### src/rtl/parity_frame_tx.sv
// Serial frame transmitter: start, D[0]..D[3] LSB-first, parity, stop.
// Each bit is held for CLKS_PER_BIT clocks; the line idles high.
module parity_frame_tx #(
    parameter int CLKS_PER_BIT = 4,
    parameter int ODD_PARITY   = 0
) (
    input  logic       clk,
    input  logic       rst,
    input  logic [3:0] data_in,
    input  logic       valid_in,
    output logic       ready_out,
    output logic       tx_out,
    output logic       busy,
    output logic       frame_done
);

    localparam int CNT_W = $clog2(CLKS_PER_BIT) + 1;
    localparam logic [CNT_W-1:0] CNT_MAX = CNT_W'(CLKS_PER_BIT - 1);

    typedef enum logic [2:0] {
        IDLE,
        START,
        DATA,
        PARITY,
        STOP
    } state_t;

    state_t           state;
    logic [CNT_W-1:0] bit_cnt;
    logic [1:0]       bit_idx;
    logic [3:0]       shift_reg;
    logic             parity_bit;
    logic             bit_end;

    function automatic logic parity_of(input logic [3:0] w);
        return (ODD_PARITY != 0) ? ~^w : ^w;
    endfunction

    assign bit_end   = (bit_cnt == CNT_MAX);
    assign ready_out = (state == IDLE);

    // tx_out, busy and frame_done are set one edge early so they line up
    // with the state they describe instead of lagging it by a cycle.
    always_ff @(posedge clk or posedge rst) begin
        if (rst) begin
            state      <= IDLE;
            bit_cnt    <= '0;
            bit_idx    <= '0;
            shift_reg  <= '0;
            parity_bit <= 1'b0;
            tx_out     <= 1'b1;
            busy       <= 1'b0;
            frame_done <= 1'b0;
        end else begin
            frame_done <= 1'b0;
            case (state)
                IDLE: begin
                    tx_out <= 1'b1;
                    busy   <= 1'b0;
                    if (valid_in) begin
                        shift_reg  <= data_in;
                        parity_bit <= parity_of(data_in);
                        bit_cnt    <= '0;
                        bit_idx    <= '0;
                        tx_out     <= 1'b0;
                        busy       <= 1'b1;
                        state      <= START;
                    end
                end
                START: begin
                    if (bit_end) begin
                        bit_cnt <= '0;
                        bit_idx <= '0;
                        tx_out  <= shift_reg[0];
                        state   <= DATA;
                    end else begin
                        bit_cnt <= bit_cnt + CNT_W'(1);
                    end
                end
                DATA: begin
                    if (bit_end) begin
                        bit_cnt   <= '0;
                        shift_reg <= shift_reg >> 1;
                        if (bit_idx == 2'd3) begin
                            tx_out <= parity_bit;
                            state  <= PARITY;
                        end else begin
                            bit_idx <= bit_idx + 2'd1;
                            tx_out  <= shift_reg[1];
                        end
                    end else begin
                        bit_cnt <= bit_cnt + CNT_W'(1);
                    end
                end
                PARITY: begin
                    if (bit_end) begin
                        bit_cnt    <= '0;
                        tx_out     <= 1'b1;
                        frame_done <= (CNT_MAX == '0);
                        state      <= STOP;
                    end else begin
                        bit_cnt <= bit_cnt + CNT_W'(1);
                    end
                end
                STOP: begin
                    tx_out <= 1'b1;
                    if (bit_end) begin
                        bit_cnt <= '0;
                        busy    <= 1'b0;
                        state   <= IDLE;
                    end else begin
                        bit_cnt    <= bit_cnt + CNT_W'(1);
                        frame_done <= ((bit_cnt + CNT_W'(1)) == CNT_MAX);
                    end
                end
                default: begin
                    state  <= IDLE;
                    tx_out <= 1'b1;
                    busy   <= 1'b0;
                end
            endcase
        end
    end

endmodule

### config.mk
export PLATFORM = sky130hd
export DESIGN_NAME = parity_frame_tx
export DESIGN_NICKNAME = d
export VERILOG_FILES = /design/src/rtl/parity_frame_tx.sv
export SDC_FILE = /design/constraint.sdc
export NUM_CORES = 1
export LEC_CHECK = 0
export BUFFER_PORTS_ARGS = -buffer_cell sky130_fd_sc_hd__buf_2
export CAP_MARGIN = 20
export CORE_UTILIZATION = 50
export CTS_CLUSTER_SIZE = 16
export DETAILED_ROUTE_END_ITERATION = 7
export PLACE_DENSITY = 0.75
export RECOVER_POWER = 50
export SYNTH_ARGS = -nofsm -noshare
export SYNTH_HDL_FRONTEND = slang
export SYNTH_SLANG_ARGS = --single-unit
export TNS_END_PERCENT = 50
### constraint.sdc
create_clock -name clk -period 1.7 [get_ports clk]
set_input_delay 0.17 -clock clk [delete_from_list [all_inputs] [get_ports clk]]
set_output_delay 0.17 -clock clk [all_outputs]
set_load 0.05 [all_outputs]
==> summary.md, run 1 <==
| Metric | Value |
|---|---|
| Status | `finished, final reports clean` |
| WP data required | `1.89 ns` |
| Slew HR | `0.6084` |
| Synth area leaders | `dfrtp_1, ha_1, nand2_1` |
| Fin nets | `123` |
| VDD IR-drop max | `0.9174 mV` |
| Setup WS post-layout | `0.06986 ns` |
| Sink Count | `16` |
| CP max stage delay | `0.39 ns` |
| Share of layout cells above drive strength 1 | `0.2545` |
| Dpl hpwl | `1259 µm` |
| Leak Pwr | `0.4956 nW` |
| Final GP Congestion | `0.7394` |
| Worst Hold End | `shift_reg[3]` |
| Drt wl/cell | `12.01 µm` |
| Yosys cell types | `31` |
| Final Hold Fails | `0` |
| Worst slack, placed | `0.02729 ns` |
| Clk_skew | `0.0009340 ns` |
| Critical path class | `flop to flop` |
| Area after DPL | `0.001002 mm²` |
| Worst Hold Depth | `3` |
| Io pins | `11` |
| Crit path cell chain | `ha_1 -> ha_2 -> nand2_1 -> nor2_2 -> o31ai_4 -> mux2_4` |
| Via/cell ratio | `5.148` |
| H-Tree Depth | `1` |
| Pin count of the biggest net entering global routing | `17` |
| Fin crit period | `1.630 ns` |
| Top cell type's share of synthesized area | `0.4054` |
| CP arrival | `1.82 ns` |
| # rows | `15` |
| Worst-path clk slew | `0.09 ns` |
| Remaining global-route overflow | `0` |
| Synth warn | `0` |
| Core Region | `0.001727 mm²` |
| Pwr dens | `1750 mW/mm²` |
| Worst-path fanout max | `5` |
| Die Y | `45.03 µm` |
| Die area | `0.002028 mm²` |
| Slew @ Worst Pin | `0.5899 ns` |
| Worst setup SP type | `flop` |
| CTS Buf Count | `3` |
| R2R depth | `6` |
| Final period util | `0.9589` |
| PortBufs | `10` |
| Mapped Area | `925.9 µm²` |
| Diode count | `0` |
| TNS Setup | `0 ns` |
| Hold Crit Class | `input pin to flop` |
| Reg2Reg Setup Slack | `0.07 ns` |
| Fin area | `0.001059 mm²` |
| Starting Density | `0.5362` |
| DRT iter0 DRCs | `10` |
| Max clock buf depth | `2` |
| Initial antenna violation count | `0` |
| TritonCTS clock tree | `done` |
| Die W | `45.03 µm` |
| Reg2reg start | `bit_cnt[0]` |
| Wirelength, routed | `1621 µm` |
| Number of global-route vias before repair | `629` |
| Seq/Total Area, Yosys | `0.4338` |
| Gr usage total | `0.1975` |
| Beginning of the worst hold path | `data_in[3]` |
| Worst-Skew Late Latency | `0.29 ns` |
| Post-Synthesis Cells | `94` |
| DRC viols | `0` |
| Overall Power | `1.853 mW` |
| Net count after synthesis | `106` |
| Post-route antenna net violation count | `0` |
| R2r endpoint | `bit_idx[0]` |
| RSZ-0062 raised after global routing | `false` |
| Slowest cell on crit path | `dfrtp_1` |
| Number of synthesized register bits | `16` |
| Critical Path Sink Type | `flop` |
| Layout area overhead | `14.32%` |
| F_max | `613.4 MHz` |
| Initial DRT Pass Iterations | `4` |
| Placed Cells | `129` |
| Clk root buf | `clkbuf_4` |
| Post-layout util | `0.6130` |
| Worst-case hold slack | `0.1259 ns` |
| Vias | `695` |
| Final Non-Filler Cells | `135` |
| Worst Setup SP | `bit_cnt[0]` |
| Avg Cell Area, Syn | `9.850 µm²` |
| Final Setup Violations | `0` |
| Max Cap Viol | `0` |
| Max FFs per register | `4` |
| First-pass GRT wire length | `2746 µm` |
| Final Slew Violations | `0` |
| Top cell type by total area after synthesis | `dfrtp_1` |
[critical path, delay by kind of cell (launching register included)]
family / cells / cell delay [ns]
mux: 1 / 0.32
simple gates: 2 / 0.16
flops: 1 / 0.39
compound gates: 1 / 0.23
fa+ha+maj: 2 / 0.42
[worst max path at each step]
stage	endpoint	slack (ns)	depth (start not counted)
2_1_floorplan	bit_cnt[2]	0.02	3
6_report	bit_idx[0]	0.07	6
3_3_place_gp	bit_idx[0]	0.08	6
4_1_cts	bit_idx[0]	0.01	6
5_1_grt	bit_idx[0]	0.01	6
3_5_place_dp	bit_idx[0]	0.03	6
[power breakdown]
group | total (mW) | switching [mW] | internal, mW
clock | 0.258 | 0.127 | 0.131
sequential | 0.704 | 0.169 | 0.535
combinational | 0.891 | 0.506 | 0.386
[synth_stat cells, drive strengths merged]
cell	count
nor2	7
o31ai	1
nor2b	2
inv	6
and2	2
nor3b	1
dfrtp	15
dfstp	1
a31oi	1
a22o	2
nand2	14
ha	5
or4	1
o21ai	11
o22ai	1
mux2i	5
nand3	1
a211oi	1
a21oi	3
nor4b	1
buf	3
mux2	1
xnor2	3
xor2	1
nor3	3
nand2b	2
[cell type report]
cell class	instances	area (µm²)
tap	25	31.28
multi-input combinational	69	476.7
inverter	6	22.52
timing repair buffer	15	88.84
clock buffer	4	36.28
fill	149	668.1
sequential	16	402.9
[placed cells by master (no fill, tap or decap), types with 3 or more instances in the layout]
cell type and instances:
buf_2 9, buf_4 4, clkbuf_4 3, dfrtp_1 14, ha_1 4, inv_1 6, mux2i_1 5, nand2_1 14
nor2_1 6, o21ai_1 8, o21ai_2 3, xnor2_1 3
[layer usage]
layer	up-vias	share of wire	track usage
met4	0	0.030	0.1273
met3	5	0.046	0.03600
li1	354	-	-
met5	-	0	0
met1	317	0.49	0.2641
met2	19	0.44	0.2928
[logic make-up (layout without fill, tap and decap cells)]
logic type,Yosys count,in the layout,share of synthesized area
XOR/XNOR,4,4,0.03784
AND/OR/NAND/NOR,34,34,0.1811
flip-flops,16,16,0.4338
AO/OA/AOI/OAI,20,20,0.1554
buffers and inverters,9,25,0.05405
multiplexers,6,6,0.07027
adder cells (fa/ha/maj),5,5,0.06757
[repair_timing]
item / in CTS / in global routing
gates resized for setup: 0 / 2
setup buffers: 0 / 1
hold buffers: 1 / 0
endpoints found under the setup margin: 0 / 6
hold endpoints to repair: 15 / 0
Power figures use the tool's default switching activity.
==> run 2, diff against run 1 <==
==> constraint.sdc (replaced) <==
create_clock -name clk -period 1.7 [get_ports clk]
set_input_delay 0.34 -clock clk [delete_from_list [all_inputs] [get_ports clk]]
set_output_delay 0.34 -clock clk [all_outputs]
set_load 0.05 [all_outputs]
==> summary.md, run 2 (synthesis results as in run 1) <==
| Metric | Value |
|---|---|
| VDD IR-drop max | `1.040 mV` |
| Reg2Reg Setup Slack | `0.10 ns` |
| Starting Density | `0.5362` |
| PortBufs | `10` |
| Initial antenna violation count | `0` |
| Most frequent cells in the layout | `nand2_1, dfrtp_1, o21ai_1, buf_2` |
| DRT iter0 DRCs | `20` |
| Final Hold Fails | `0` |
| Hold Crit Class | `input pin to async pin` |
| Dpl hpwl | `1240 µm` |
| H-Tree Depth | `1` |
| Max clock buf depth | `2` |
| TNS Setup | `0 ns` |
| Fin crit period | `1.630 ns` |
| CTS Buf Count | `3` |
| Worst-path clk slew | `0.09 ns` |
| Remaining global-route overflow | `0` |
| Max FFs per register | `4` |
| Post-CTS Setup Bufs | `0` |
| Die area | `0.002028 mm²` |
| Worst-Skew Late Latency | `0.28 ns` |
| # rows | `15` |
| WP data required | `1.36 ns` |
| Diode count | `0` |
| Reg2reg start | `bit_cnt[1]` |
| Pin count of the biggest net entering global routing | `17` |
| Final GP Congestion | `0.7187` |
| Worst Setup SP | `state[0]` |
| Io pins | `11` |
| Pwr dens | `1756 mW/mm²` |
| Number of global-route vias before repair | `630` |
| Drt wl/cell | `12.14 µm` |
| Setup WS post-layout | `0.06966 ns` |
| CP bufs+invs | `1` |
| First-pass GRT wire length | `2732 µm` |
| Slowest cell on crit path | `dfrtp_2` |
| Clk_skew | `0.004293 ns` |
| Worst-path fanout max | `13` |
| Share of layout cells above drive strength 1 | `0.2685` |
| CP max stage delay | `0.52 ns` |
| Critical path class | `flop to output port` |
| Vias | `701` |
| Final period util | `0.9590` |
| Layout area overhead | `14.19%` |
| Wirelength, routed | `1614 µm` |
| Critical Path Sink Type | `output port` |
| Post-route antenna net violation count | `0` |
| RSZ-0062 raised after global routing | `false` |
| Initial DRT Pass Iterations | `4` |
| Core Region | `0.001727 mm²` |
| CP arrival | `1.29 ns` |
| Crit path cell chain | `nor3_2 -> clkbuf_4` |
| Fin nets | `121` |
| Sink Count | `16` |
| Clk root buf | `clkbuf_4` |
| Hold_buf cts | `0` |
| Leak Pwr | `0.4880 nW` |
| Slew @ Worst Pin | `0.5830 ns` |
| DRC viols | `0` |
| Crit path max-delay family | `flip-flops` |
| Worst slack, placed | `0.02188 ns` |
| TritonCTS clock tree | `done` |
| Max Cap Viol | `0` |
| Final Setup Violations | `0` |
| Final Slew Violations | `0` |
| Die Y | `45.03 µm` |
| Die W | `45.03 µm` |
| Slew HR | `0.6109` |
| Via/cell ratio | `5.271` |
| Gr usage total | `0.1992` |
| Status | `finished, final reports clean` |
| Worst setup SP type | `flop` |
| F_max | `613.4 MHz` |
==> run 2: final cells by class <==
cell class | count | area (µm²)
fillers | 167 | 669.4
multi-input cells | 69 | 489.2
flip-flops and latches | 16 | 404.1
repair buffers | 13 | 73.82
clock buffers | 4 | 36.28
well taps | 25 | 31.28
inverters | 6 | 22.52
==> run 2: repair_timing <==
action / in CTS / in global routing
endpoints found under the setup margin: 1 / 6
gates resized for setup: 1 / 5
pin swaps: 0 / 0
hold endpoints to repair: 0 / 0
==> run 2: metrics by stage <==
stage / hold slack (ns) / cell area, µm² / std cells / power [mW] / utilization
after global routing: 0.1441 / 1057 / 133 / 2.027 / 0.6123
after CTS: 0.1184 / 1040 / 133 / 1.837 / 0.6022
final: 0.09825 / 1057 / 133 / 1.857 / 0.6123
after floorplan: 0.2530 / 925.9 / 94 / 1.410 / -
after detailed placement: 0.4357 / 1002 / 129 / 1.587 / 0.5804
after global placement: 0.4326 / 1002 / 129 / 1.551 / 0.5804
==> run 2: metal layers <==
layer,up-vias,track usage,routed length [µm]
li1,353,-,-
met3,3,0.07200,91
met5,-,0,0
met1,324,0.2564,727
met2,21,0.2986,788
met4,0,0.09091,7
==> run 2: worst register-to-register path, cell delays in order (launching register included) <==
cell     delay [ns]
dfrtp_1        0.41
ha_1           0.23
ha_4           0.19
nand2_2        0.08
nor2_2         0.05
o31ai_4        0.22
mux2_4         0.32
==> run 2: path summary, 6_finish.rpt <==
| path | to | cells past startpoint |
|---|---|---|
| min reg2reg | shift_reg[3] | 2 |
| max reg2reg | bit_idx[0] | 6 |
| min in group clk | shift_reg[3] | 3 |
| max | ready_out | 2 |
| min | shift_reg[0] | 2 |
| max in group asynchronous | state[0] | 2 |
==> run 2: report_power, final <==
part / internal [mW] / switching [mW]
registers: 0.538 / 0.179
clock network: 0.130 / 0.112
logic: 0.391 / 0.506
total: 1.06 / 0.798
==> run 3, diff against run 2 <==
==> constraint.sdc (replaced) <==
create_clock -name clk -period 1.7 [get_ports clk]
set_input_delay 0.51 -clock clk [delete_from_list [all_inputs] [get_ports clk]]
set_output_delay 0.51 -clock clk [all_outputs]
set_load 0.05 [all_outputs]
==> summary.md, run 3 (synthesis results as in run 1) <==
| Metric | Value |
|---|---|
| PortBufs | `10` |
| Number of global-route vias before repair | `657` |
| Drt wl/cell | `11.99 µm` |
| Hold Crit Class | `input pin to async pin` |
| Via/cell ratio | `5.072` |
| Worst slack, placed | `0.04032 ns` |
| Max Cap Viol | `0` |
| Worst-case hold slack | `0.2707 ns` |
| Wirelength, routed | `1654 µm` |
| Final GP Congestion | `0.7409` |
| CP arrival | `1.80 ns` |
| Reg2reg start | `bit_cnt[1]` |
| Overall Power | `1.937 mW` |
| Worst-Skew Late Latency | `0.28 ns` |
| Leak Pwr | `0.5173 nW` |
| Fin nets | `126` |
| Die Y | `45.03 µm` |
| Clk root buf | `clkbuf_4` |
| Final Slew Violations | `0` |
| Io pins | `11` |
| TritonCTS clock tree | `done` |
| Layout area overhead | `18.11%` |
| VDD IR-drop max | `0.9013 mV` |
| DRT iter0 DRCs | `13` |
| Slew @ Worst Pin | `0.5884 ns` |
| Vias | `700` |
| DRC viols | `0` |
| Setup WS post-layout | `0.07527 ns` |
| Fin crit period | `1.625 ns` |
| RSZ-0062 raised after global routing | `false` |
| Starting Density | `0.5362` |
| Initial DRT Pass Iterations | `4` |
| Worst setup SP type | `flop` |
| Max FFs per register | `4` |
| Sink Count | `16` |
| Commonest non-fill, non-tap cell in the layout | `nand2_1` |
| Worst-path fanout max | `5` |
| H-Tree Depth | `1` |
| Final Hold Fails | `0` |
| Hold_buf cts | `0` |
| Initial antenna violation count | `0` |
| Placed Cells | `131` |
| Diode count | `0` |
| CTS Buf Count | `3` |
| Final Non-Filler Cells | `138` |
| Pin count of the biggest net entering global routing | `17` |
| Fillers | `164` |
| # rows | `15` |
| Gr usage total | `0.1944` |
| Die area | `0.002028 mm²` |
| TNS Setup | `0 ns` |
| Post-route antenna net violation count | `0` |
| Max clock buf depth | `2` |
| Core Region | `0.001727 mm²` |
| First-pass GRT wire length | `2808 µm` |
| Final period util | `0.9557` |
| Slew HR | `0.6073` |
| Worst Setup SP | `bit_cnt[1]` |
| Share of layout cells above drive strength 1 | `0.3009` |
| Remaining global-route overflow | `0` |
| Worst-path clk slew | `0.10 ns` |
| F_max | `615.5 MHz` |
| Critical Path Sink Type | `flop` |
| Status | `finished, final reports clean` |
| Most frequent cells in the layout | `nand2_1, dfrtp_1, buf_2` |
| Clk_skew | `0.003765 ns` |
| Final Setup Violations | `0` |
| WP data required | `1.87 ns` |
| Die W | `45.03 µm` |
| Dpl hpwl | `1262 µm` |
| Critical path class | `flop to flop` |
| Pwr dens | `1771 mW/mm²` |
run 3: report_power, final:
part / switching (mW) / internal (mW)
clock network: 0.119 / 0.130
registers: 0.0991 / 0.538
logic: 0.603 / 0.447
total: 0.821 / 1.12
run 3: final cells by class:
class                   instances  area (µm²)  area share
multi-input cells              69       483.0      0.4416
flip-flops and latches         16       404.1      0.3696
repair buffers                 18       116.4      0.1064
clock buffers                   4       36.28     0.03318
well taps                      25       31.28     0.02860
inverters                       6       22.52     0.02059
run 3: path summary, 6_finish.rpt:
kind	to	slack, ns	cells past startpoint
min in group clk	shift_reg[3]	0.47	3
hold / removal	parity_bit	0.27	2
hold reg to reg	shift_reg[3]	0.50	2
setup reg to reg	bit_idx[0]	0.08	6
setup / recovery	bit_idx[0]	0.08	6
max in group asynchronous	state[2]	1.01	2
run 3: routing by layer:
| metal | routed length (µm) | GRT usage |
|---|---|---|
| met3 | 46 | 0.04800 |
| met5 | 0 | 0 |
| met4 | 12 | 0.07273 |
| met1 | 825 | 0.2697 |
| met2 | 770 | 0.2928 |
run 3: critical path, stage by stage, from the launching register on:
cell	delay, ns
dfrtp_1	0.41
ha_1	0.21
ha_2	0.21
nand2_1	0.10
nor2_2	0.05
o31ai_4	0.22
mux2_4	0.32
run 3: repair_timing:
item / 4_1_cts / 5_1_grt
gates resized for setup: 4 / 2
endpoints found under the setup margin: 1 / 5
setup buffers: 1 / 2
run 3: metrics by stage:
step,util,instance area [µm²]
floorplan,-,925.9
global placement,0.5891,1017
detailed placement,0.5891,1017
CTS,0.6196,1070
global route,0.6333,1094
finish,0.6333,1094
